`config.mk`:
```
export PLATFORM = sky130hd
export DESIGN_NAME = cdb_arbiter
export DESIGN_NICKNAME = d
export VERILOG_FILES = /design/src/rtl/cdb_arbiter_pkg.sv /design/src/rtl/rr_pick.sv /design/src/rtl/cdb_arbiter.sv
export SDC_FILE = /design/constraint.sdc
export NUM_CORES = 1
export LEC_CHECK = 0
export ABC_CLOCK_PERIOD_IN_PS = 6700
export CORE_MARGIN = 2
export CORE_UTILIZATION = 30
export DETAILED_ROUTE_END_ITERATION = 7
export GPL_ROUTABILITY_DRIVEN = 0
export PLACE_DENSITY = 0.75
export SYNTH_ARGS = -nofsm -noshare
export SYNTH_HDL_FRONTEND = slang
export SYNTH_HIERARCHICAL = 1
export SYNTH_SLANG_ARGS = --single-unit
```
`constraint.sdc`:
```
create_clock -name clk -period 6.7 [get_ports clk]
set_input_delay 1.34 -clock clk [delete_from_list [all_inputs] [get_ports clk]]
set_output_delay 1.34 -clock clk [all_outputs]
set_load 0.01 [all_outputs]
```
`src/rtl/cdb_arbiter_pkg.sv`:
```
// Shared CDB definitions: ROB tag width and the packed CDB beat that parents
// pack the arbiter outputs into.
package cdb_arbiter_pkg;
  localparam int ROB_WIDTH = 6;

  typedef struct packed {
    logic                 valid;
    logic [ROB_WIDTH-1:0] tag;
    logic [31:0]          data;
  } cdb_t;
endpackage

```
`src/rtl/rr_pick.sv`:
```
// Combinational rotating-priority picker: first set req at or after prio, mod N.
module rr_pick #(
  parameter int N = 4,
  localparam int PW = $clog2(N)
) (
  input  logic [N-1:0]  req,
  input  logic [PW-1:0] prio,
  output logic [N-1:0]  gnt,
  output logic [PW-1:0] idx,
  output logic          any
);
  logic [2*N-1:0] req2, mask, hit;
  int pos;

  // Doubling req lets a single low-to-high scan cover the wrap past N-1.
  always_comb begin
    req2 = {req, req};
    mask = {(2*N){1'b1}} << prio;
    hit  = req2 & mask;
    pos  = 0;
    for (int j = 2*N-1; j >= 0; j--)
      if (hit[j]) pos = j;
    idx = (pos >= N) ? PW'(pos - N) : PW'(pos);
    any = |req;
    gnt = '0;
    gnt[idx] = any;
  end
endmodule

```
`src/rtl/cdb_arbiter.sv`:
```
// Common data bus arbiter: one-hot rotating grant among result ports, flush
// gating and a registered single-beat CDB broadcast.
module cdb_arbiter
  import cdb_arbiter_pkg::*;
#(
  parameter int N_REQ      = 4,
  parameter int DATA_WIDTH = 32
) (
  input  logic                                clk,
  input  logic                                rst_n,
  input  logic                                flush,
  input  logic [N_REQ-1:0]                    req_valid,
  output logic [N_REQ-1:0]                    req_ready,
  input  logic [N_REQ-1:0][ROB_WIDTH-1:0]     req_tag,
  input  logic [N_REQ-1:0][DATA_WIDTH-1:0]    req_data,
  output logic                                cdb_valid,
  output logic [ROB_WIDTH-1:0]                cdb_tag,
  output logic [DATA_WIDTH-1:0]               cdb_data
);
  localparam int PW     = $clog2(N_REQ);
  localparam int STAGES = 1;

  logic [PW-1:0]    prio, idx;
  logic [N_REQ-1:0] gnt;
  logic             any;
  logic [STAGES:0]  vld_pipe;

  rr_pick #(.N(N_REQ)) u_pick (
    .req  (req_valid),
    .prio (prio),
    .gnt  (gnt),
    .idx  (idx),
    .any  (any)
  );

  // Reset is folded in so no grant is shown while the CDB is held cleared.
  assign vld_pipe[0] = any & ~flush & rst_n;
  assign req_ready   = vld_pipe[0] ? gnt : '0;
  assign cdb_valid   = vld_pipe[STAGES];

  always_ff @(posedge clk or negedge rst_n) begin
    if (!rst_n) begin
      vld_pipe[STAGES:1] <= '0;
      cdb_tag            <= '0;
      cdb_data           <= '0;
      prio               <= '0;
    end else begin
      vld_pipe[STAGES:1] <= vld_pipe[STAGES-1:0];
      if (vld_pipe[0]) begin
        cdb_tag  <= req_tag[idx];
        cdb_data <= req_data[idx];
        prio     <= (idx == PW'(N_REQ-1)) ? '0 : PW'(idx + 1'b1);
      end
    end
  end
endmodule
```
==> results_dict.tcl <==
set metrics [dict create \
    rows 34 \
    rsz0062_at_grt "false" \
    synth-edff-count 0 \
    cts_buffers 5 \
    grt_overflow 0 \
    min_period_ns 4.85 \
    rr_worst_depth 6 \
    grt_pass1_vias 2717 \
    start_util_pct 30.8 \
    drc 0 \
    syn_nets 332 \
    hold_end "cdb_data[17]$_DFFE_PN0P_" \
    hold_viol 0 \
    synthCells 172 \
    die_w_um 98.3 \
    grt.total_usage_pct 16.8 \
    crit_type "in -> out" \
    dr.pass1.iters 4 \
    cts_tree "built" \
    skew_ns 0.00289 \
    avgSynthCellArea_um2 15.5 \
    num_antenna_cells 0 \
    max-slew-margin-rel_pct 30.3 \
    crit_required_ns 5.36 \
    p_leak_nw 1.82 \
    drtIter0Drc 29 \
    grt_pass1_wl_um 13000 \
    outcome "finished, final reports clean" \
    final-setup-viol-count 0 \
    pre_cts_slack_ns 1.83 \
    final_cell_mix "clkdlybuf4s50_1 (200), dfrtp_1 (41), mux2_2 (40), mux4_2 (38), clkbuf_8 (6)" \
    area_delta_synth_final_pct 81.2 \
    maxCapViolCount 0 \
    hpwl_um 6640 \
    final.setup.tns_ns 0 \
    fin_area_um2 4840 \
    hold_start "cdb_data[17]$_DFFE_PN0P_" \
    wl_per_cell_um 17.1 \
    post_cts_buffers 0 \
    fin_nets 526 \
    numClockSinks 41 \
    dieHeight_um 98.3 \
    clk_pin_slew_worst_paths_ns 0.07 \
    clock_latency_ns 0.28 \
    synth_area_leaders "dfrtp_1 (38%), mux4_2 (32%), mux2_2 (17%)" \
    synth_ff_type "dfrtp_1" \
    yosysUniqueCellTypes 26 \
    vias 2386 \
    setup_ws_ns 1.85 \
    critPathLaunchType "primary input" \
    yosysSeqAreaShare_pct 38.4 \
    num_io_pins 202 \
    core_area_um2 8680 \
    cts-root-buf "clkbuf_8" \
    reg2reg_slack_ns 3.68 \
    worstHoldPathType "reg -> reg" \
    grt_max_degree 42 \
    fin_crit_sh_pct 72.4 \
    synth_seq_cells 41 \
    cts_hold_buf 0 \
    async_flop_share_pct 100 \
    wirelength_um 8120 \
    final_common_cell "clkdlybuf4s50_1" \
    die_area_um2 9670 \
    worst-slew-pin-transition_ns 1.05 \
    fillers 774 \
    dpl_cell_area_um2 4750 \
    antenna_found_initial 0 \
    yosys.area.top_type_share_pct 38.4 \
    yosys.area.top_type "dfrtp_1" \
    io_buffers 201 \
    via_per_inst 5.03 \
    power_density_nw_per_um2 308 \
    timing.rr.end "cdb_data[15]$_DFFE_PN0P_" \
    syn-cell-area_um2 2670 \
    path_max_fanout 27 \
    whs_path_depth 1 \
    report.final.slew_viol_count 0 \
    fmaxAchievable_mhz 206 \
    drive_gt1_share_pct 25.4 \
    ant_nets 0 \
    ir_drop_mv 0.119 \
    r2r_start "prio[1]$_DFFE_PN0P_" \
    clk_path_buf_depth 2 \
    end_kind "output port" \
    ys_warn_count 6 \
    arrival_ns 3.51 \
    ctsResizeCount 0 \
    htree_num_levels 2 \
]
==> cells by family (layout without fill, tap and decap cells) <==
group	after synthesis	after routing	share of synthesized area, %
AOI/OAI and AO/OA	17	17	4.41
adders and majority gates	1	1	0.469
buffers and inverters	21	215	4.78
muxes	79	79	49.3
and+or+nand+nor	13	13	2.58
DFF	41	41	38.4
==> through the flow <==
step / total power [mW] / hold slack (ns) / std cells / util (%)
5_1_grt: 1.59 / 0.526 / 474 / 55.7
2_1_floorplan: 0.926 / 0.529 / 172 / -
3_3_place_gp: 1.33 / 0.488 / 467 / 54.7
4_1_cts: 1.52 / 0.513 / 474 / 55.7
6_report: 1.49 / 0.508 / 474 / 55.7
3_5_place_dp: 1.35 / 0.496 / 467 / 54.7
==> synthesized netlist by cell type (all sizes together), types with 2 or more instances <==
cell,n
o221a,2
and2,5
a21boi,2
dfrtp,41
nor2,5
inv,4
a21oi,4
buf,16
mux2,40
mux4,38
o21ai,4
==> worst max-delay path, stage by stage <==
cell,delay (ns)
clkdlybuf4s50_1,0.70
nor2_1,0.09
nand2_1,0.07
and3b_2,0.56
and2_1,0.21
clkdlybuf4s50_1,0.53
==> power by group <==
group | total (mW) | internal [mW] | switching [mW]
clock | 0.160 | 0.0817 | 0.0783
combinational | 0.884 | 0.573 | 0.312
sequential | 0.448 | 0.371 | 0.0767
==> registers in the layout, indices dropped and copies added, names as in the netlist <==
register	count
cdb_data	32
cdb_tag	6
prio	2
cdb_valid	1
==> worst max-delay path by stage <==
stage	start	to	slack, ns	depth (start not counted)
global route	req_valid[2]	req_ready[2]	1.68	6
detailed placement	req_valid[2]	req_ready[2]	1.83	6
CTS	req_valid[2]	req_ready[2]	1.81	6
finish	req_valid[2]	req_ready[2]	1.85	6
global placement	req_valid[2]	req_ready[2]	1.88	6
floorplan	req_valid[1]	req_ready[0]	3.01	7
==> final cells by class <==
class / instances / area, µm² / area share (%)
clock buffer: 7 / 86.3 / 1.78
inverter: 4 / 15.0 / 0.310
multi-input combinational: 110 / 1530 / 31.7
sequential: 41 / 1030 / 21.2
tap: 108 / 135 / 2.79
timing repair buffer: 204 / 2040 / 42.2
==> metal layers <==
layer	GRT usage [%]	wire [µm]	vias up
met5	0	0	-
met4	4.00	76	0
met3	5.23	793	8
met2	32.0	4370	144
met1	17.9	2880	1164
li1	-	-	1070
(Power assumes the default switching activity.)
